<file path="config.mk">
export PLATFORM = sky130hd
export DESIGN_NAME = maze_buffer_writer
export DESIGN_NICKNAME = d
export VERILOG_FILES = /design/src/rtl/maze_gfx_pkg.sv /design/src/rtl/maze_pixel_colorizer.sv /design/src/rtl/maze_buffer_writer.sv
export SDC_FILE = /design/constraint.sdc
export NUM_CORES = 1
export LEC_CHECK = 0
export ABC_AREA = 0
export CAP_MARGIN = 20
export CORE_MARGIN = 5
export CORE_UTILIZATION = 40
export CTS_BUF_LIST = sky130_fd_sc_hd__clkbuf_4
export DETAILED_ROUTE_END_ITERATION = 8
export GPL_TIMING_DRIVEN = 0
export PLACE_DENSITY = 0.61
export SYNTH_ARGS = -nofsm -noshare
export SYNTH_HDL_FRONTEND = slang
export SYNTH_SLANG_ARGS = --single-unit
</file>
<file path="constraint.sdc">
create_clock -name clk -period 4.8 [get_ports clk]
set_clock_uncertainty 0.05 [all_clocks]
set_input_delay 0.96 -clock clk [delete_from_list [all_inputs] [get_ports clk]]
set_output_delay 0.96 -clock clk [all_outputs]
set_load 0.02 [all_outputs]
</file>
<file path="src/rtl/maze_gfx_pkg.sv">
// maze_gfx_pkg: shared constants and types for the maze frame-buffer renderer
package maze_gfx_pkg;
    localparam int TILE_COLS = 30;
    localparam int TILE_ROWS = 33;
    localparam int BUF_H = 264;
    localparam int YOFFSET = 24;
    localparam logic [7:0] BLK = 8'h00;
    localparam logic [7:0] BLU = 8'h03;
    localparam logic [7:0] CRM = 8'hFE;
    localparam logic [7:0] DOT_COLOR = CRM;
    typedef enum logic [1:0] {PIX_BLANK, PIX_WALL, PIX_DOT, PIX_PELLET} pix_code_t;
    typedef enum logic [2:0] {IDLE, FETCH, WAIT, DRAW, FLUSH, DONE} state_t;
    // Column-major buffer layout: one BUF_H-pixel column per screen x.
    function automatic logic [15:0] buf_addr(input logic [7:0] x, input logic [8:0] y);
        return 16'(x * BUF_H + y);
    endfunction
endpackage

</file>
<file path="src/rtl/maze_pixel_colorizer.sv">
// maze_pixel_colorizer: registered pattern-code to RGB332 colour map
module maze_pixel_colorizer
    import maze_gfx_pkg::*;
(
    input  logic       clk,
    input  logic       rst,
    input  logic [1:0] pat_pixel,
    input  logic [7:0] wall_color,
    input  logic       pellet_on,
    output logic [7:0] color
);
    pix_code_t code;
    logic [7:0] next_color;
    always_comb begin
        code = pix_code_t'(pat_pixel);
        next_color = code == PIX_WALL ? wall_color :
                     (code == PIX_DOT || (code == PIX_PELLET && pellet_on)) ? DOT_COLOR : BLK;
    end
    always_ff @(posedge clk) begin
        if (rst) color <= BLK;
        else color <= next_color;
    end
endmodule

</file>
<file path="src/rtl/maze_buffer_writer.sv">
// maze_buffer_writer: renders the tile map into the back half of a ping-pong frame buffer
module maze_buffer_writer
    import maze_gfx_pkg::*;
(
    input  logic        clk,
    input  logic        rst,
    input  logic        frame_start,
    input  logic [7:0]  wall_color,
    input  logic        pellet_on,
    output logic [9:0]  tile_addr,
    input  logic [4:0]  tile_data,
    output logic [10:0] pat_addr,
    input  logic [1:0]  pat_pixel,
    output logic        wr_en,
    output logic [15:0] wr_addr,
    output logic [7:0]  wr_data,
    output logic        disp_sel,
    output logic        busy,
    output logic        render_done,
    output logic        overrun
);
    state_t state, next_state;
    logic [4:0] tcol, tile_id;
    logic [5:0] trow;
    logic [2:0] px, py;
    logic issue, tile_end, col_end, last_tile, swap;
    logic pix_vld;
    logic [7:0] pix_x;
    logic [8:0] pix_y;

    // Pixel 0 is issued in WAIT straight from tile_data so that the two-stage
    // ROM+colour pipeline drains into the next FETCH, keeping a tile at 66 cycles.
    always_comb begin
        issue = state == WAIT || (state == DRAW && {py, px} != 6'd0);
        tile_end = state == DRAW && {py, px} == 6'd0;
        col_end = tcol == 5'(TILE_COLS - 1);
        last_tile = col_end && trow == 6'(TILE_ROWS - 1);
        swap = state == DONE && frame_start;
        busy = state inside {FETCH, WAIT, DRAW, FLUSH};
        tile_addr = 10'(trow * TILE_COLS + tcol);
        pat_addr = {state == WAIT ? tile_data : tile_id, py, px};
        next_state = state;
        case (state)
            IDLE:    next_state = frame_start ? FETCH : IDLE;
            FETCH:   next_state = WAIT;
            WAIT:    next_state = DRAW;
            DRAW:    next_state = tile_end ? (last_tile ? FLUSH : FETCH) : DRAW;
            FLUSH:   next_state = DONE;
            DONE:    next_state = frame_start ? FETCH : DONE;
            default: next_state = IDLE;
        endcase
    end

    always_ff @(posedge clk) begin
        if (rst) begin
            state <= IDLE;
            tcol <= '0;
            trow <= '0;
            px <= '0;
            py <= '0;
            tile_id <= '0;
            disp_sel <= 1'b0;
            render_done <= 1'b0;
            overrun <= 1'b0;
            pix_vld <= 1'b0;
            pix_x <= '0;
            pix_y <= '0;
            wr_en <= 1'b0;
            wr_addr <= '0;
        end else begin
            state <= next_state;
            render_done <= state == FLUSH;
            overrun <= frame_start && busy;
            if (swap) disp_sel <= ~disp_sel;
            if (state == WAIT) tile_id <= tile_data;
            if (issue) {py, px} <= {py, px} + 6'd1;
            if (tile_end) begin
                tcol <= col_end ? 5'd0 : tcol + 5'd1;
                trow <= last_tile ? 6'd0 : trow + 6'(col_end);
            end
            pix_vld <= issue;
            pix_x <= {tcol, px};
            pix_y <= {trow, py};
            wr_en <= pix_vld;
            wr_addr <= buf_addr(pix_x, pix_y);
        end
    end

    maze_pixel_colorizer u_color (
        .clk        (clk),
        .rst        (rst),
        .pat_pixel  (pat_pixel),
        .wall_color (wall_color),
        .pellet_on  (pellet_on),
        .color      (wr_data)
    );
endmodule

</file>
==> results_tabular.tex, run 1 <==
\begin{tabular}{lr}
\hline
Metric & Value \\
\hline
\multicolumn{2}{l}{\textbf{Placement}} \\
Post-Place Cells & 605 \\
Buffers on Ports & 68 \\
Detailed Place HPWL & 6320 um \\
Gp weighted congestion & 0.789 \\
Placed Area & 4680 um\^{}2 \\
\multicolumn{2}{l}{\textbf{Final layout}} \\
Post-Layout Inst Area & 4940 um\^{}2 \\
Antenna cells & 0 \\
Share of layout cells above drive strength 1 & 0.134 \\
Area Growth Syn to Fin & 28.7\% \\
Layout Nets & 568 \\
Number of standard cells in the layout, taps in and fillers out & 630 \\
Final-layout fill cell count & 894 \\
\multicolumn{2}{l}{\textbf{Clocking}} \\
Number of buffers on the longest clock path & 2 \\
CTS tree & done \\
Sinks on the clock net & 71 \\
Clock-pin slew on the worst setup and hold paths & 0.13 ns \\
Max H-tree Level & 3 \\
CTS Buf Count & 9 \\
Root buffer selected by CTS & clkbuf\_4 \\
Clk\_lat worst skew & 0.43 ns \\
Count of hold-fix buffers inserted at cts & 0 \\
\multicolumn{2}{l}{\textbf{Synth}} \\
Mean post-synth cell area & 9.40 um\^{}2 \\
Number of unique standard cell types used by synthesis & 60 \\
Synthesis warning total & 0 \\
Syn Std Cell Area & 3840 um\^{}2 \\
Proportion of netlist area held by the largest area contributor & 0.371 \\
Cells taking the most area after synthesis & dfxtp\_1, ha\_1, fa\_1 \\
Number of nets produced by synthesis & 480 \\
Post-synth top area cell & dfxtp\_1 \\
Share of async-settable or async-resettable flops after synthesis & 0 \\
Sequential cell area fraction in the yosys report & 0.371 \\
Top FF cell, synth & dfxtp\_1 \\
Seq cells post-synth & 71 \\
Synthesized netlist cell count & 408 \\
Number of synthesized flops with an enable pin & 0 \\
\multicolumn{2}{l}{\textbf{Global route}} \\
Global-route wire length before repair & 14200 um \\
Vias in the first global route & 3040 \\
Overall fraction of global-route tracks in use & 0.150 \\
Number of antenna violations at the first check in global routing & 0 \\
Global route overflow & 0 \\
Maximum number of pins on one net before global-route repair & 14 \\
\multicolumn{2}{l}{\textbf{Die}} \\
Die Span Y & 108 um \\
Die width & 108 um \\
Starting utilization of the core area & 0.413 \\
Area of the placeable core & 9280 um\^{}2 \\
Site row count & 35 \\
Number of top-level pins & 69 \\
Die area & 11600 um\^{}2 \\
\multicolumn{2}{l}{\textbf{Hold path}} \\
End point of the worst hold path & wr\_addr[2] \\
Hold wc startpoint & pix\_y[2] \\
Class of the most critical hold timing path & flip-flop to flip-flop \\
Hold path depth & 1 \\
\multicolumn{2}{l}{\textbf{Power}} \\
Power, Total & 1.13 mW \\
PD cells & 229 nW/um\^{}2 \\
Peak VDD IR & 0.129 mV \\
Leakage power figure & 2.15 nW \\
\multicolumn{2}{l}{\textbf{Worst setup path}} \\
Crit-path max FO & 4 \\
Number of cells on the worst reg-to-reg path & 10 \\
Worst Setup End Kind & output port \\
CP arrival & 3.70 ns \\
Ordered cell list for the critical path & fa\_1, inv\_2, fa\_1, fa\_1, inv\_2, ha\_4, nand2\_1, o21ai\_1, nand2b\_1, nor4b\_2, xor2\_1, buf\_4 \\
Slowest stage delay, CP & 0.58 ns \\
Critical Path Most Common Cell & fa\_1 \\
Worst setup path startpoint & trow[0] \\
Worst-case register-to-register setup slack & 2.04 ns \\
Worst reg2reg endpoint & wr\_addr[15] \\
Required time of the critical path & 3.79 ns \\
Beginning of the worst register-to-register path & pix\_x[2] \\
Path type of the worst setup path & flip-flop to output port \\
Crit start category & flip-flop \\
Critical path's slowest cell & fa\_1 \\
\multicolumn{2}{l}{\textbf{STA}} \\
Worst slew slack as a fraction of its limit & 0.614 \\
Final hold violation count & 0 \\
Max-slew violation count & 0 \\
Aggregate negative setup slack & 0 ns \\
Maximum operating frequency & 0.213 GHz \\
Number of endpoints failing setup at the final stage & 0 \\
Worst-Margin Slew & 0.579 ns \\
Period utilization & 0.980 \\
RSZ-0062 raised after global routing & true \\
Post-layout minimum cycle time & 4.71 ns \\
\multicolumn{2}{l}{\textbf{Drt}} \\
Initial DRC count & 111 \\
Vias per std cell & 4.77 \\
Detailed-routing iteration count for the pre-antenna-repair pass & 4 \\
Count of unresolved DRC violations after routing & 0 \\
Routed wire length & 8170 um \\
Vias & 3006 \\
Number of nets with antenna violations after routing & 0 \\
DR WL/cell & 13.0 um \\
\multicolumn{2}{l}{\textbf{Job}} \\
Max-cap check violation count & 0 \\
\multicolumn{2}{l}{\textbf{Run status}} \\
Run status & finished clean \\
\hline
\end{tabular}
## kinds of logic after synthesis
kind of cell / count (synthesis) / share of synthesized area
multiplexers: 6 / 0.0173
buffers and inverters: 51 / 0.0532
AO/OA/AOI/OAI: 59 / 0.100
flip-flops: 71 / 0.371
XOR/XNOR: 28 / 0.0639
adder cells (fa/ha/maj): 53 / 0.196
AND/OR/NAND/NOR: 140 / 0.199
## placed cells by master, fill, tap and decap left out, drive strengths merged, types with 3 or more instances in the layout
cell	instances
nor2	37
and3	7
clkinv	6
xnor2	14
clkbuf	16
nand2b	6
nand4	8
o21ai	6
or2	3
a21oi	29
xor2	14
ha	41
nor2b	21
a31o	3
inv	37
nand2	28
dfxtp	71
buf	17
fa	12
mux2	5
clkinvlp	3
nor3	3
nand3	10
clkdlybuf4s50	63
and2	5
## layout make-up
class / instances / area (um^2) / area share
repair buffers: 77 / 732 / 0.148
clock buffers: 9 / 67.6 / 0.0137
well taps: 129 / 161 / 0.0327
multi-input cells: 286 / 2250 / 0.456
clock inverters: 7 / 73.8 / 0.0149
inverters: 40 / 161 / 0.0327
flip-flops and latches: 71 / 1440 / 0.291
plain buffers: 11 / 53.8 / 0.0109
## power by group
group          leakage (nW)  switching (mW)  internal [mW]
Combinational          1.50          0.0683         0.0648
Clock                0.0775           0.223          0.159
Sequential            0.579          0.0105          0.603
## worst max-delay path by stage
stage	to	slack [ns]	depth (start not counted)
final	tile_addr[8]	0.09	12
after global routing	tile_addr[8]	-0.14	12
after CTS	tile_addr[8]	-0.005	12
after detailed placement	tile_addr[8]	-0.14	12
after global placement	tile_addr[8]	-0.07	12
after floorplan	tile_addr[8]	0.55	11
## critical path: cells and delay by family, from the launching register on
kind	cells	cell delay, ns
fa+ha+maj	4	1.87
simple gates	3	0.47
flops	1	0.37
buf+inv	3	0.26
xor+xnor	1	0.18
compound gates	1	0.14
## sequential cells by signal (all words and copies together) (netlist names)
register / cells
pix_vld: 1
overrun: 1
trow: 6
pix_x: 8
wr_en: 1
tile_id: 5
render_done: 1
px: 3
state: 3
py: 3
pix_y: 9
disp_sel: 1
tcol: 5
wr_addr: 16
u_color.color: 8
## cells in the mapped netlist, types with 8 or more instances
cell	count
nand3_1	10
nor2b_1	20
ha_1	41
nand4_1	8
inv_1	40
fa_1	12
dfxtp_1	71
nor2_1	37
nand2_1	27
a21oi_1	28
xor2_1	14
xnor2_1	14
## metal layers
layer	wire, um	vias up	global-route usage
li1	-	1549	-
met3	387	13	0.0299
met1	3940	1384	0.195
met4	149	0	0.0595
met2	3690	60	0.245
met5	0	-	0
## metrics by stage
step                hold slack (ns)   util  setup slack, ns
CTS                           0.412  0.523         -0.00512
global route                  0.423  0.532           -0.144
global placement              0.369  0.504          -0.0695
floorplan                     0.364      -            0.550
finish                        0.409  0.532           0.0944
detailed placement            0.384  0.504           -0.139
## repair_timing
item,in CTS,in global routing
pin swaps,0,5
setup buffers,3,6
endpoints found under the setup margin,5,5
endpoints found under the hold margin,0,0
gates resized for setup,21,18
No activity file was read; power rests on OpenSTA's default activity.
==> run 2: changes to the inputs <==
Settings changed: CTS_CLUSTER_SIZE set to 30, SETUP_SLACK_MARGIN set to 0.1, TNS_END_PERCENT set to 5.
==> run 2 against run 1 <==
Register-to-register slack barely moved. Fmax rose by 0.96%. First-iteration DRC count rose by 20%. Total power barely moved. Sequential share of layout area rose by 0.28 points. Combinational power barely moved. Die area did not move. Utilization fell by 0.50 points. Final area fell by 0.94%. Cell count fell by 0.95%. Critical path type unchanged. Largest power group unchanged. Highest routed layer unchanged.
==> results_tabular.tex, run 2 (synthesis results as in run 1) <==
\begin{tabular}{lr}
\hline
Metric & Value \\
\hline
\multicolumn{2}{l}{\textbf{Final layout}} \\
Largest register by flop count & wr\_addr (unchanged) \\
Share of layout cells above drive strength 1 & 0.125 (was 0.134) \\
Leading cell type in the layout, fill and taps excluded & dfxtp\_1 (unchanged) \\
Largest registers ranked by flip-flop count & wr\_addr x16, pix\_y x9 (unchanged) \\
Final-layout fill cell count & 891 (was 894) \\
Leading cell types in the layout, fill and taps excluded & dfxtp\_1, clkdlybuf4s50\_1, ha\_1, nor2\_1, inv\_1 (unchanged) \\
Antenna cells & 0 (unchanged) \\
Layout Nets & 562 (was 568) \\
Area Growth Syn to Fin & 27.5\% (was 28.7\%) \\
Flip-flop count of the largest register, all copies and words added & 16 (unchanged) \\
\multicolumn{2}{l}{\textbf{Worst setup path}} \\
Crit-path max FO & 6 (was 4) \\
Worst Setup End Kind & output port (unchanged) \\
Worst-case register-to-register setup slack & 2.04 ns (about the same) \\
Worst reg2reg endpoint & wr\_addr[15] (unchanged) \\
Required time of the critical path & 3.79 ns (about the same) \\
Number of cells on the worst reg-to-reg path & 10 (unchanged) \\
Crit start category & flip-flop (unchanged) \\
Beginning of the worst register-to-register path & pix\_x[2] (unchanged) \\
CP arrival & 3.65 ns (was 3.70 ns) \\
Path type of the worst setup path & flip-flop to output port (unchanged) \\
\multicolumn{2}{l}{\textbf{Drt}} \\
Vias & 2969 (was 3006) \\
Initial DRC count & 133 (was 111) \\
Detailed-routing iteration count for the pre-antenna-repair pass & 4 (unchanged) \\
Vias per std cell & 4.76 (was 4.77) \\
DR WL/cell & 13.1 um (was 13.0 um) \\
Count of unresolved DRC violations after routing & 0 (unchanged) \\
Routed wire length & 8150 um (was 8170 um) \\
Number of nets with antenna violations after routing & 0 (unchanged) \\
\multicolumn{2}{l}{\textbf{Power}} \\
Cell internal pwr & 0.827 mW (about the same) \\
PD cells & 231 nW/um\^{}2 (was 229 nW/um\^{}2) \\
Flop pwr share & 0.543 (about the same) \\
Power, Total & 1.13 mW (about the same) \\
Sw frac & 0.267 (was 0.268) \\
Leakage power figure & 2.14 nW (was 2.15 nW) \\
Clk pwr share & 0.339 (about the same) \\
Gate power share & 0.118 (about the same) \\
Peak VDD IR & 0.129 mV (about the same) \\
Net switching power figure & 0.302 mW (about the same) \\
\multicolumn{2}{l}{\textbf{Clocking}} \\
Clk\_lat worst skew & 0.42 ns (was 0.43 ns) \\
Max H-tree Level & 3 (unchanged) \\
Clock-pin slew on the worst setup and hold paths & 0.13 ns (about the same) \\
Number of buffers on the longest clock path & 2 (unchanged) \\
Count of hold-fix buffers inserted at cts & 0 (unchanged) \\
CTS tree & done (unchanged) \\
Sinks on the clock net & 71 (unchanged) \\
Root buffer selected by CTS & clkbuf\_4 (unchanged) \\
CTS Buf Count & 9 (unchanged) \\
\multicolumn{2}{l}{\textbf{Die}} \\
Die width & 108 um (unchanged) \\
Number of top-level pins & 69 (unchanged) \\
Site row count & 35 (unchanged) \\
Die Span Y & 108 um (unchanged) \\
Starting utilization of the core area & 0.413 (unchanged) \\
Area of the placeable core & 9280 um\^{}2 (unchanged) \\
Die area & 11600 um\^{}2 (unchanged) \\
\multicolumn{2}{l}{\textbf{STA}} \\
Post-layout minimum cycle time & 4.66 ns (was 4.71 ns) \\
Worst-Margin Slew & 0.575 ns (was 0.579 ns) \\
Maximum operating frequency & 0.215 GHz (was 0.213 GHz) \\
Period utilization & 0.971 (was 0.980) \\
Number of endpoints failing setup at the final stage & 0 (unchanged) \\
RSZ-0062 raised after global routing & true (unchanged) \\
Hold\_ws & 0.409 ns (about the same) \\
Final setup margin & 0.139 ns (was 0.0944 ns) \\
Final hold violation count & 0 (unchanged) \\
Max-slew violation count & 0 (unchanged) \\
Worst slew slack as a fraction of its limit & 0.617 (was 0.614) \\
\multicolumn{2}{l}{\textbf{Global route}} \\
Global route overflow & 0 (unchanged) \\
Global-route wire length before repair & 14200 um (about the same) \\
Number of antenna violations at the first check in global routing & 0 (unchanged) \\
Vias in the first global route & 3048 (was 3040) \\
Maximum number of pins on one net before global-route repair & 14 (unchanged) \\
Overall fraction of global-route tracks in use & 0.151 (was 0.150) \\
\multicolumn{2}{l}{\textbf{Placement}} \\
Detailed Place HPWL & 6320 um (unchanged) \\
Gp weighted congestion & 0.789 (unchanged) \\
Buffers on Ports & 68 (unchanged) \\
Worst setup slack after placement & -0.139 ns (unchanged) \\
\multicolumn{2}{l}{\textbf{Run status}} \\
Run status & finished clean (unchanged) \\
\multicolumn{2}{l}{\textbf{Hold path}} \\
Class of the most critical hold timing path & flip-flop to flip-flop (unchanged) \\
Hold path depth & 1 (unchanged) \\
Hold wc startpoint & pix\_y[2] (unchanged) \\
End point of the worst hold path & wr\_addr[2] (unchanged) \\
\multicolumn{2}{l}{\textbf{Job}} \\
Max-cap check violation count & 0 (unchanged) \\
\hline
\end{tabular}
==> run 2: worst max-delay path by stage <==
stage          depth (start not counted)    start            to
2_1_floorplan                         11  trow[0]  tile_addr[8]
3_3_place_gp                          12  trow[0]  tile_addr[8]
3_5_place_dp                          12  trow[0]  tile_addr[8]
4_1_cts                               12  trow[0]  tile_addr[8]
5_1_grt                               12  trow[0]  tile_addr[8]
6_report                              12  trow[0]  tile_addr[8]
==> run 2: final cells by class <==
cell class	instances	area [um^2]	area share
clock inverters	7	73.8	0.0151
plain buffers	11	53.8	0.0110
inverters	40	158	0.0322
multi-input cells	286	2250	0.460
well taps	129	161	0.0330
flip-flops and latches	71	1440	0.294
repair buffers	71	688	0.141
clock buffers	9	67.6	0.0138
==> run 2: power by group through the flow <==
stage	registers (mW)	clock network, mW	logic [mW]
6_report	0.613	0.382	0.133
3_3_place_gp	0.629	0	0.133
4_1_cts	0.615	0.396	0.135
3_5_place_dp	0.629	0	0.134
2_1_floorplan	0.638	0	0.0628
5_1_grt	0.616	0.423	0.146
==> run 2: layer usage <==
layer	part of all wire	global-route usage
met1	0.48	0.196
met3	0.053	0.0304
met5	0	0
met2	0.45	0.246
met4	0.017	0.0613
==> run 2: critical path, stage by stage (launching register included) <==
cell      delay (ns)
dfxtp_4         0.38
fa_1            0.57
inv_1           0.06
fa_1            0.48
fa_1            0.52
inv_2           0.05
ha_4            0.28
nand2_2         0.05
o21ai_2         0.13
nand2b_1        0.12
nor4b_2         0.25
xor2_1          0.18
buf_4           0.16
==> run 2: metrics by stage <==
stage	area (um^2)	setup TNS, ns	instances	util
floorplan	3840	0	408	-
global placement	4680	-0.0918	605	0.504
detailed placement	4680	-0.168	605	0.504
CTS	4870	0	624	0.525
global route	4890	-0.137	624	0.527
finish	4890	0	624	0.527
==> run 2: repair_timing <==
action                                  4_1_cts  5_1_grt
pin swaps                                     0        2
resized for setup                            27       17
endpoints found under the setup margin        5        6
buffers inserted                              3        0
==> run 3: changes to the inputs <==
Settings changed: CELL_PAD_IN_SITES_DETAIL_PLACEMENT set to 1, CELL_PAD_IN_SITES_GLOBAL_PLACEMENT set to 2, CORE_UTILIZATION 40 to 33, GPL_ROUTABILITY_DRIVEN set to 0, PLACE_DENSITY 0.61 to 0.78.
==> run 3 against run 2 <==
Via count is 3.2% higher. Sequential share of layout area is 0.23 points lower. Critical endpoint is now tile_addr[9]. Total power is 4.5% lower. Fmax is 1.3% lower. Sequential power hardly changed. Largest power group unchanged.
==> results_tabular.tex, run 3 (synthesis results as in run 1) <==
\begin{tabular}{lr}
\hline
Metric & Value \\
\hline
\multicolumn{2}{l}{\textbf{Power}} \\
Power, Total & 1.08 mW (was 1.13 mW) \\
Leakage power figure & 2.15 nW (was 2.14 nW) \\
Clk pwr share & 0.304 (was 0.339) \\
Cell internal pwr & 0.774 mW (was 0.827 mW) \\
Sw frac & 0.282 (was 0.267) \\
Net switching power figure & 0.303 mW (was 0.302 mW) \\
PD cells & 219 nW/um\^{}2 (was 231 nW/um\^{}2) \\
Gate power share & 0.126 (was 0.118) \\
Flop pwr share & 0.570 (was 0.543) \\
Peak VDD IR & 0.122 mV (was 0.129 mV) \\
\multicolumn{2}{l}{\textbf{Final layout}} \\
Combined flip-flop and latch cell area & 1430 um\^{}2 (was 1440 um\^{}2) \\
Flip-flop count of the largest register, all copies and words added & 16 (unchanged) \\
Leading cell type in the layout, fill and taps excluded & dfxtp\_1 (unchanged) \\
Layout Nets & 566 (was 562) \\
Post-Layout Inst Area & 4920 um\^{}2 (was 4890 um\^{}2) \\
Share of layout cells above drive strength 1 & 0.132 (was 0.125) \\
Largest registers ranked by flip-flop count & wr\_addr x16, pix\_y x9 (unchanged) \\
Multi-input logic area & 2250 um\^{}2 (about the same) \\
Final-layout fill cell count & 1346 (was 891) \\
Largest register by flop count & wr\_addr (unchanged) \\
Leading cell types in the layout, fill and taps excluded & dfxtp\_1, clkdlybuf4s50\_1, ha\_1, nor2\_1, inv\_1 (unchanged) \\
Area Growth Syn to Fin & 28.2\% (was 27.5\%) \\
\multicolumn{2}{l}{\textbf{Worst setup path}} \\
Required time of the critical path & 3.79 ns (about the same) \\
Worst Setup End Kind & output port (unchanged) \\
Crit-path max FO & 5 (was 6) \\
Crit start category & flip-flop (unchanged) \\
CP arrival & 3.71 ns (was 3.65 ns) \\
Path type of the worst setup path & flip-flop to output port (unchanged) \\
\multicolumn{2}{l}{\textbf{STA}} \\
Worst slew slack as a fraction of its limit & 0.600 (was 0.617) \\
Aggregate negative setup slack & 0 ns (unchanged) \\
Post-layout minimum cycle time & 4.72 ns (was 4.66 ns) \\
Final hold violation count & 0 (unchanged) \\
Maximum operating frequency & 0.212 GHz (was 0.215 GHz) \\
Max-slew violation count & 0 (unchanged) \\
Worst-Margin Slew & 0.600 ns (was 0.575 ns) \\
Number of endpoints failing setup at the final stage & 0 (unchanged) \\
Hold\_ws & 0.403 ns (was 0.409 ns) \\
RSZ-0062 raised after global routing & true (unchanged) \\
Final setup margin & 0.0779 ns (was 0.139 ns) \\
Period utilization & 0.984 (was 0.971) \\
\multicolumn{2}{l}{\textbf{Drt}} \\
Vias per std cell & 4.76 (about the same) \\
Routed wire length & 9240 um (was 8150 um) \\
Detailed-routing iteration count for the pre-antenna-repair pass & 4 (unchanged) \\
DR WL/cell & 14.4 um (was 13.1 um) \\
Count of unresolved DRC violations after routing & 0 (unchanged) \\
Number of nets with antenna violations after routing & 0 (unchanged) \\
Initial DRC count & 90 (was 133) \\
Vias & 3063 (was 2969) \\
\multicolumn{2}{l}{\textbf{Clocking}} \\
Sinks on the clock net & 71 (unchanged) \\
Root buffer selected by CTS & clkbuf\_4 (unchanged) \\
Clk\_lat worst skew & 0.41 ns (was 0.42 ns) \\
CTS tree & done (unchanged) \\
Number of buffers on the longest clock path & 2 (unchanged) \\
Max H-tree Level & 3 (unchanged) \\
CTS Buf Count & 9 (unchanged) \\
Clock-pin slew on the worst setup and hold paths & 0.11 ns (was 0.13 ns) \\
\multicolumn{2}{l}{\textbf{Die}} \\
Die area & 13900 um\^{}2 (was 11600 um\^{}2) \\
Number of top-level pins & 69 (unchanged) \\
Starting utilization of the core area & 0.336 (was 0.413) \\
Die width & 118 um (was 108 um) \\
Area of the placeable core & 11400 um\^{}2 (was 9280 um\^{}2) \\
Site row count & 39 (was 35) \\
Die Span Y & 118 um (was 108 um) \\
\multicolumn{2}{l}{\textbf{Global route}} \\
Number of antenna violations at the first check in global routing & 1 (was 0) \\
Maximum number of pins on one net before global-route repair & 14 (unchanged) \\
Global route overflow & 0 (unchanged) \\
Global-route wire length before repair & 16100 um (was 14200 um) \\
Vias in the first global route & 3256 (was 3048) \\
Overall fraction of global-route tracks in use & 0.140 (was 0.151) \\
\multicolumn{2}{l}{\textbf{Placement}} \\
Detailed Place HPWL & 7440 um (was 6320 um) \\
Placed Area & 4700 um\^{}2 (was 4680 um\^{}2) \\
Buffers on Ports & 68 (unchanged) \\
Worst setup slack after placement & -0.0954 ns (was -0.139 ns) \\
\multicolumn{2}{l}{\textbf{Run status}} \\
Run status & finished clean (unchanged) \\
\multicolumn{2}{l}{\textbf{Hold path}} \\
Class of the most critical hold timing path & flip-flop to flip-flop (unchanged) \\
\multicolumn{2}{l}{\textbf{Job}} \\
Max-cap check violation count & 0 (unchanged) \\
\hline
\end{tabular}
[run 3: worst paths after layout]
check	start	to	slack, ns	cells past startpoint
min reg2reg	pix_y[2]	wr_addr[2]	0.40	1
max reg2reg	pix_x[7]	wr_addr[14]	1.99	10
max	trow[2]	tile_addr[9]	0.08	12
min	pix_y[2]	wr_addr[2]	0.40	1
[run 3: per-stage QoR]
stage,std cells,util
2_1_floorplan,408,-
3_3_place_gp,619,0.411
3_5_place_dp,619,0.411
4_1_cts,637,0.423
5_1_grt,643,0.431
6_report,643,0.431
[run 3: layout make-up]
| cell class | instances | share of cell area |
|---|---|---|
| Sequential cell | 71 | 0.292 |
| Inverter | 40 | 0.0318 |
| Timing Repair Buffer | 75 | 0.147 |
| Clock inverter | 7 | 0.0102 |
| Clock buffer | 9 | 0.0137 |
| Buffer | 11 | 0.0109 |
| Tap cell | 143 | 0.0364 |
| Multi-Input combinational cell | 286 | 0.458 |
| Antenna cell | 1 | 0.000509 |
[run 3: power groups by stage]
stage               clock, mW  sequential [mW]  combinational [mW]
finish                  0.328            0.614               0.136
detailed placement          0            0.630               0.138
global route            0.369            0.617               0.148
CTS                     0.348            0.616               0.138
global placement            0            0.629               0.135
floorplan                   0            0.638              0.0628
[run 3: timing repair]
action / CTS / global route
gates resized for setup: 28 / 16
cloned: 0 / 0
hold buffers: 0 / 0
setup endpoints to repair: 5 / 6
buffers inserted: 2 / 5
pin swaps: 0 / 6
[run 3: worst max-delay path, cell delays in order, from the launching register on]
cell and delay (ns):
dfxtp_4 0.39, buf_4 0.13, inv_4 0.05, fa_1 0.49, fa_1 0.52, inv_1 0.04
ha_1 0.34, or2_2 0.33, o311a_1 0.14, or4_1 0.41, nand3_1 0.15, xor2_1 0.15
buf_4 0.16
[run 3: layer usage]
metal,vias to the layer above,share of wire,track usage
met1,1467,0.47,0.181
li1,1541,-,-
met3,6,0.030,0.0288
met5,-,0,0
met2,49,0.49,0.236
met4,0,0.0094,0.0387
